<file path="src/rtl/mult_share_arbiter.sv">
// mult_share_arbiter
//   Shares one external combinational WIDTH x WIDTH multiplier between NUM_REQ
//   requesters. Round-robin arbitration picks a winner in IDLE. The winner's
//   operands are registered onto mul_a/mul_b. The product is captured one cycle
//   later and held on a tagged valid/ready response channel.
//
// Ports
//   clk, rst_n    clock (rising edge), asynchronous active-low reset
//   req_valid     per-requester operand valid           [NUM_REQ]
//   req_ready     per-requester accept, one-hot or zero [NUM_REQ]
//   req_a, req_b  flattened operands, requester i at [i*WIDTH +: WIDTH]
//   mul_a, mul_b  registered operands to the external multiplier
//   mul_product   combinational product from the multiplier
//   resp_valid    response valid; held with id/product until resp_ready
//   resp_ready    response consumer accept
//   resp_id       owner of resp_product
//   resp_product  registered full-width product
//   busy          state != IDLE
//
// The caller must choose ID_W so that 2**ID_W >= NUM_REQ.
module mult_share_arbiter #(
  parameter int NUM_REQ = 4,
  parameter int WIDTH   = 4,
  parameter int ID_W    = 2
) (
  input  logic                     clk,
  input  logic                     rst_n,
  input  logic [NUM_REQ-1:0]       req_valid,
  output logic [NUM_REQ-1:0]       req_ready,
  input  logic [NUM_REQ*WIDTH-1:0] req_a,
  input  logic [NUM_REQ*WIDTH-1:0] req_b,
  output logic [WIDTH-1:0]         mul_a,
  output logic [WIDTH-1:0]         mul_b,
  input  logic [2*WIDTH-1:0]       mul_product,
  output logic                     resp_valid,
  input  logic                     resp_ready,
  output logic [ID_W-1:0]          resp_id,
  output logic [2*WIDTH-1:0]       resp_product,
  output logic                     busy
);

  typedef enum logic [1:0] {IDLE, MUL, RESP} state_e;

  state_e             state_q, state_d;
  logic [ID_W-1:0]    rr_ptr_q, rr_ptr_d;
  logic [WIDTH-1:0]   mul_a_q, mul_a_d, mul_b_q, mul_b_d;
  logic [ID_W-1:0]    resp_id_q, resp_id_d;
  logic [2*WIDTH-1:0] resp_prod_q, resp_prod_d;
  logic               resp_vld_q, resp_vld_d;

  // Arbitration result
  logic               win_found;
  logic [ID_W-1:0]    win_id;
  logic [WIDTH-1:0]   win_a, win_b;
  int unsigned        arb_idx;

  // Search starts one past the last winner and wraps, so the last winner
  // has the lowest priority next time.
  always_comb begin
    win_found = 1'b0;
    win_id    = '0;
    win_a     = '0;
    win_b     = '0;
    arb_idx   = 0;
    for (int k = 1; k <= NUM_REQ; k++) begin
      arb_idx = (32'(rr_ptr_q) + 32'(k)) % 32'(NUM_REQ);
      if (!win_found && req_valid[arb_idx]) begin
        win_found = 1'b1;
        win_id    = ID_W'(arb_idx);
        win_a     = req_a[arb_idx*WIDTH +: WIDTH];
        win_b     = req_b[arb_idx*WIDTH +: WIDTH];
      end
    end
  end

  always_comb begin
    req_ready = '0;
    if (state_q == IDLE && win_found) req_ready[win_id] = 1'b1;
  end

  // Next-state and datapath
  always_comb begin
    state_d     = state_q;
    rr_ptr_d    = rr_ptr_q;
    mul_a_d     = mul_a_q;
    mul_b_d     = mul_b_q;
    resp_id_d   = resp_id_q;
    resp_prod_d = resp_prod_q;
    resp_vld_d  = resp_vld_q;
    case (state_q)
      IDLE: begin
        // A winner always has req_valid set and req_ready raised, so the
        // existence of a winner is the accept condition.
        if (win_found) begin
          state_d   = MUL;
          mul_a_d   = win_a;
          mul_b_d   = win_b;
          resp_id_d = win_id;
          rr_ptr_d  = win_id;
        end
      end
      MUL: begin
        resp_prod_d = mul_product;
        resp_vld_d  = 1'b1;
        state_d     = RESP;
      end
      RESP: begin
        // Going back to IDLE first means the handshake cycle never accepts a request.
        if (resp_ready) begin
          resp_vld_d = 1'b0;
          state_d    = IDLE;
        end
      end
      default: state_d = IDLE;
    endcase
  end

  always_ff @(posedge clk or negedge rst_n) begin
    if (!rst_n) begin
      state_q     <= IDLE;
      rr_ptr_q    <= ID_W'(NUM_REQ - 1);
      mul_a_q     <= '0;
      mul_b_q     <= '0;
      resp_id_q   <= '0;
      resp_prod_q <= '0;
      resp_vld_q  <= 1'b0;
    end else begin
      state_q     <= state_d;
      rr_ptr_q    <= rr_ptr_d;
      mul_a_q     <= mul_a_d;
      mul_b_q     <= mul_b_d;
      resp_id_q   <= resp_id_d;
      resp_prod_q <= resp_prod_d;
      resp_vld_q  <= resp_vld_d;
    end
  end

  assign mul_a        = mul_a_q;
  assign mul_b        = mul_b_q;
  assign resp_id      = resp_id_q;
  assign resp_product = resp_prod_q;
  assign resp_valid   = resp_vld_q;
  assign busy         = (state_q != IDLE);

endmodule

</file>
<file path="config.mk">
export PLATFORM = sky130hd
export DESIGN_NAME = mult_share_arbiter
export DESIGN_NICKNAME = d
export VERILOG_FILES = /design/src/rtl/mult_share_arbiter.sv
export SDC_FILE = /design/constraint.sdc
export NUM_CORES = 1
export LEC_CHECK = 0
export CAP_MARGIN = 10
export CORE_ASPECT_RATIO = 1.1
export CORE_MARGIN = 2
export CORE_UTILIZATION = 40
export DETAILED_ROUTE_END_ITERATION = 12
export PLACE_DENSITY_LB_ADDON = 0.05
export SLEW_MARGIN = 30
export SYNTH_ARGS = -nofsm -noshare
export SYNTH_HDL_FRONTEND = slang
export SYNTH_SLANG_ARGS = --single-unit
</file>
<file path="constraint.sdc">
create_clock -name clk -period 2.23 [get_ports clk]
set_input_delay 0.3345 -clock clk [delete_from_list [all_inputs] [get_ports clk]]
set_output_delay 0.3345 -clock clk [all_outputs]
set_load 0.02 [all_outputs]
</file>
; ---- Word-level counts from Yosys, hierarchy flattened
; Index checks and enable logic that the tools add are counted.
[word_totals]
register_bits = 23
input_bits = 47
word_cells = 75
[classes]
addsub = 4
magnitude_cmp = 6
eq_ne = 4
shift = 8
muxes = 32
n_reduce_logical = 14
[op_table]
columns = op, count
row1 = $shiftx 16x5->4, 8
row2 = $mux 4, 9
row3 = $lt 2x3->1 const B, 5
row4 = $mux 2, 6
row5 = $mux 1, 10
row6 = $bmux 1 s2, 4
row7 = $pmux 2 s3, 1
row8 = $reduce_and 2->1, 3
row9 = $logic_and 1x1->1, 5
row10 = $add 2x1->2 const B, 2
row11 = $add 2x2->2 const B, 2
row12 = $ne 2x2->1 const B, 2
row13 = $reduce_bool 2->1, 2
row14 = $logic_not 1->1, 3
row15 = $demux 1 s2, 1
row16 = $eq 2x1->1 const B, 1
row17 = $eq 2x2->1 const B, 1
row18 = $ge 2x1->1 const B, 1
row19 = $logic_not 2->1, 1
row20 = $pmux 1 s2, 1

; ---- Depth between registers and ports, before layout
; Gate-level depths: netlist (run 1).
[depth]
depth_word = 18
mapped_depth = 8
ltp_nobuf = 5

; ---- Least setup slack after synthesis (run 1)
; OpenSTA, ideal clock, no wires.
[synth_path]
path_kind = flip-flop to output port
startpoint = reg rr_ptr_q[0]
endpoint = out req_ready[2]
arrival_time_ns = 1.752
path_slack_ns = 0.143
path_stages_with_launch = 8
path_buffers = 3
path_cell_list = dfstp_2 buf_6 buf_6 buf_4 nand2b_1 o221ai_1 or2_1 nor2_1
[synth_between]
elab_chain_cells = 18
elab_cells_between_ends = 33
cone_classes = add/sub (4) / order compare (2) / mux (19) / reduce/logical (8)
[synth_rtl]
columns = element, line_no
row1 = from (decl), 45  ; logic [ID_W-1:0] rr_ptr_q, rr_ptr_d;
row2 = from (signal assigned), 121  ; rr_ptr_q <= ID_W'(NUM_REQ - 1);
row3 = from (signal assigned), 129  ; rr_ptr_q <= rr_ptr_d;
row4 = $add 2x1->2, 66  ; arb_idx = (32'(rr_ptr_q) + 32'(k)) % 32'(NUM_REQ);
row5 = $bmux 1 s2, 67  ; if (!win_found && req_valid[arb_idx]) begin
row6 = $mux 1 (not written as such), 67
row7 = $mux 1, 67
row8 = $logic_not 1->1, 67
row9 = $logic_and 1x1->1, 67
row10 = $mux 1, 67
row11 = $logic_not 1->1, 67
row12 = [2 not listed], -
row13 = $logic_not 1->1, 67
row14 = $logic_and 1x1->1, 67
row15 = $mux 2, 67
row16 = $lt 2x3->1 (not written as such) / $ge 2x1->1 (equally long branches), 78  ; if (state_q == IDLE && win_found) req_ready[win_id] = 1'b1;
row17 = $logic_and 1x1->1 (not written as such), 78
row18 = $mux 1 (not written as such), 78
row19 = $demux 1 s2, 78
row20 = $mux 4 *, 78
row21 = to (decl), 29  ; output logic [NUM_REQ-1:0] req_ready,
; Every way passes the cells marked *; elsewhere a longest branch is shown, timed or not. The select of a mux whose other input is x is not followed.

; ---- Worst setup path after layout (run 1)
[layout_path]
startpoint = in req_valid[3]
endpoint = reg mul_a_q[3] (netlist: mul_a[3])
[layout_between]
elab_chain_cells = 13
elab_cells_between_ends = 23
cone_classes = mux (16) / reduce/logical (7)
[layout_rtl]
columns = element, line_no
row1 = from (decl), 28  ; input logic [NUM_REQ-1:0] req_valid,
row2 = $bmux 1 s2, 67
row3 = $mux 1 (not written as such), 67
row4 = $mux 1, 67
row5 = $logic_not 1->1, 67
row6 = $logic_and 1x1->1, 67
row7 = $mux 1, 67
row8 = $logic_not 1->1, 67
row9 = $logic_and 1x1->1, 67
row10 = $mux 1, 67
row11 = $logic_not 1->1, 67
row12 = $logic_and 1x1->1, 67
row13 = $mux 1, 67
row14 = $reduce_and 2->1 (no source line), -
row15 = to (signal assigned), 130  ; mul_a_q <= mul_a_d;
row16 = to (decl), 46  ; logic [WIDTH-1:0] mul_a_q, mul_a_d, mul_b_q, mul_b_d;
; Parallel ways exist; a longest one is shown, timed or not. The select of a mux whose other input is x is not followed.
; A chain may end at the register's enable or synchronous reset.

==> results of run 1 <==
-- sequential cells by signal (all words and copies together), names as in the netlist --
signal,flops
mul_a,4
resp_product,8
rr_ptr_q,2
mul_b,4
resp_valid,1
resp_id,2
state_q,2
-- metal layers --
layer  track usage, %  part of all wire (%)
met5                0                     0
met4             4.96                  0.78
met3             2.17                   3.5
met2             29.2                    50
met1             25.9                    46
-- layout by cell type, fill, tap and decap left out, types with 3 or more instances in the layout --
cell type / count
buf_12: 3
o21ai_2: 8
a22oi_1: 9
buf_4: 21
mux2i_1: 16
inv_1: 10
mux2_2: 8
a21oi_2: 8
o21a_1: 3
nand2b_1: 4
dfrtp_1: 21
o221ai_1: 3
a21oi_1: 9
clkdlybuf4s50_1: 65
o31ai_1: 8
nand2_1: 13
nor2_1: 17
clkbuf_8: 3
clkbuf_2: 4
o21ai_1: 4
mux4_2: 24
-- worst max-delay path, delay by kind of cell --
| kind | cells | cell delay, ns |
|---|---|---|
| compound gates | 3 | 0.47 |
| buf+inv | 4 | 0.91 |
| simple gates | 2 | 0.59 |
-- cell type report --
type / count / area [um2]
well taps: 75 / 93.8
fillers: 502 / 2220
flip-flops and latches: 23 / 578
inverters: 13 / 48.8
clock buffers: 4 / 45.0
multi-input cells: 156 / 1550
repair buffers: 94 / 901
-- worst paths after layout --
check                      depth (start not counted)  slack (ns)          end
max                                                9        0.12     mul_a[3]
min                                                2        0.42   resp_id[0]
max reg2reg                                        6        0.13     mul_a[3]
min reg2reg                                        2        0.48   resp_id[1]
max in group asynchronous                          2        1.53  rr_ptr_q[1]
min in group clk                                   2        0.48   resp_id[1]
-- repair_timing --
item,in CTS,in global routing
gates resized for setup,4,12
setup endpoints to repair,4,12
pin swaps,0,0
buffers inserted,0,0
-- synth_stat cells (2+ instances only) --
master and count:
nor2_1 17, o21a_1 3, buf_2 5, clkinv_1 2, dfstp_2 2, o21ai_1 4, mux2_2 8, mux4_2 24
inv_1 10, nand2b_1 4, o21ai_2 8, nor3b_1 2, a22oi_1 9, buf_4 5, dfrtp_1 21, nand2_1 13
buf_6 4, or2_1 2, a21oi_1 9, clkbuf_1 4, o221ai_1 3, nand3b_1 2, o31ai_1 8, mux2i_1 16
nor2b_1 2, a21oi_2 8
-- cells by family after synthesis --
logic type | count (synthesis) | share of synthesized area (%)
compound gates | 59 | 20.4
flops | 23 | 25.4
mux | 49 | 35.9
simple gates | 48 | 10.8
buf+inv | 31 | 7.53
-- power breakdown --
| group | leakage [nW] | switching (mW) | internal [mW] |
|---|---|---|---|
| Clock | 0.0228 | 0.121 | 0.127 |
| Combinational | 1.01 | 1.45 | 1.53 |
| Sequential | 0.263 | 0.146 | 0.651 |
-- metrics by stage --
step	utilization (%)	hold WS, ns
2_1_floorplan	-	0.0389
3_3_place_gp	58.3	0.460
3_5_place_dp	58.3	0.470
4_1_cts	59.1	0.433
5_1_grt	59.2	0.440
6_report	59.2	0.424
==> impl_metrics.toml, run 1 <==
[drt]
route.detailed.drc = 0
wl_mm = 5.53
ant_nets = 0
drtIter0Drc = 80
vias_per_cell = 5.49
drt_first_pass_iters = 4
dr_total_vias = 2004
wire_per_inst_um = 15.1

[setup_path]
cp_max_fo = 9
startpoint_type = "input port"
cp_slowest_cell = "clkdlybuf4s50_1"
crit_start = "req_valid[3]"
crit_path_end_kind = "flop"
r2r-start = "rr_ptr_q[0]"
critPathRequiredTime_ns = 2.42
cp.arrival_ns = 2.30
path_cells = "clkdlybuf4s50_1 -> buf_4 -> buf_4 -> or3b_4 -> a211oi_4 -> or2_1 -> buf_12 -> o21ai_2 -> a21oi_2"
crit_type = "in2reg"
max_stage_delay_ns = 0.48
path_common_cell = "buf_4"

[clock_network]
path_clk_slew_ns = 0.08
htree_levels = 1
numCtsBuffers = 3
cts.sinks = 23
insertion_delay_ns = 0.26
ctsHoldBuffers = 0
clock_path_buffers = 2
tritoncts = "done"
clock-root-buffer = "clkbuf_8"

[finish]
fin_area_um2 = 3210
area_growth_pct = 41.2
nets = 338
drive_gt1_share_pct = 31.0
antennaDiodeCount = 0
layout.cells.non_filler = 365

[floorplan]
die_w_um = 75.9
core_area_um2 = 5430
die_height_um = 83.1
ios = 71
start_util_pct = 41.9
std_cell_rows = 28
die_area_um2 = 6310

[timing]
layout_min_cycle_time_ns = 2.11
clock.fmax_mhz = 474
totalNegativeSetupSlack_ns = 0
setup_viol = 0
worst_pin_slew_ns = 0.648
fin_crit_sh_pct = 94.6
slew_violations = 0
hold_violations = 0
fin_ws_ns = 0.121
max_slew_margin_pct = 56.6
clock_skew_ns = 0.00381

[power]
power.total_mw = 4.02
power.density_nw_per_um2 = 1250
peakVddDrop_mv = 0.652
p_leak_nw = 1.30

[outcome]
status = "finished, final reports clean"

[logic_synthesis]
seq_area_frac_synth_pct = 25.4
synth.top_cell.area_share_pct = 23.7
synth.ff_latch_count = 23
syn_inst = 210
synth_flop_cell = "dfrtp_1"
yosys.cell_types.count = 41
netlist_area_um2 = 2280
yosysWarningCount = 0
synth_edf_count = 0
avgSynthCellArea_um2 = 10.8
ys_async_sr_fraction_pct = 100
netlist_top_cells_area = "mux4_2 (24%), dfrtp_1 (23%), mux2i_1 (7.0%), mux2_2 (4.0%), a21oi_2 (3.1%)"
synth.net_count = 257
synth_top_cell_by_area = "mux4_2"

[placed_design]
place_congestion = 0.799
dpl.hpwl_mm = 4.26
preCtsSetupSlack_ns = -0.279
place_inst = 361
place_area_um2 = 3170
numPortBuffers = 70

[min_path]
hp-class = "in2async"

[grt]
grt_pass1_vias = 1940
grt.overflow.total = 0
grt_antenna_before_repair = 0
grt_pass1_wl_mm = 9.48
grt_start_max_net_pins = 53
grtUsageTotal_pct = 18.1

[run]
drv_cap = 0
(Power assumes the default switching activity.)
==> inputs of run 2 (changes only) <==
- CTS_CLUSTER_SIZE: default -> 40
==> results of run 2 <==
No change in the layout: final DEF, timing and power equal those of run 1.
==> inputs of run 3 (changes only) <==
- GPL_ROUTABILITY_DRIVEN: default -> 0
==> results of run 3 <==
No change in the layout: final DEF, timing and power equal those of run 1.
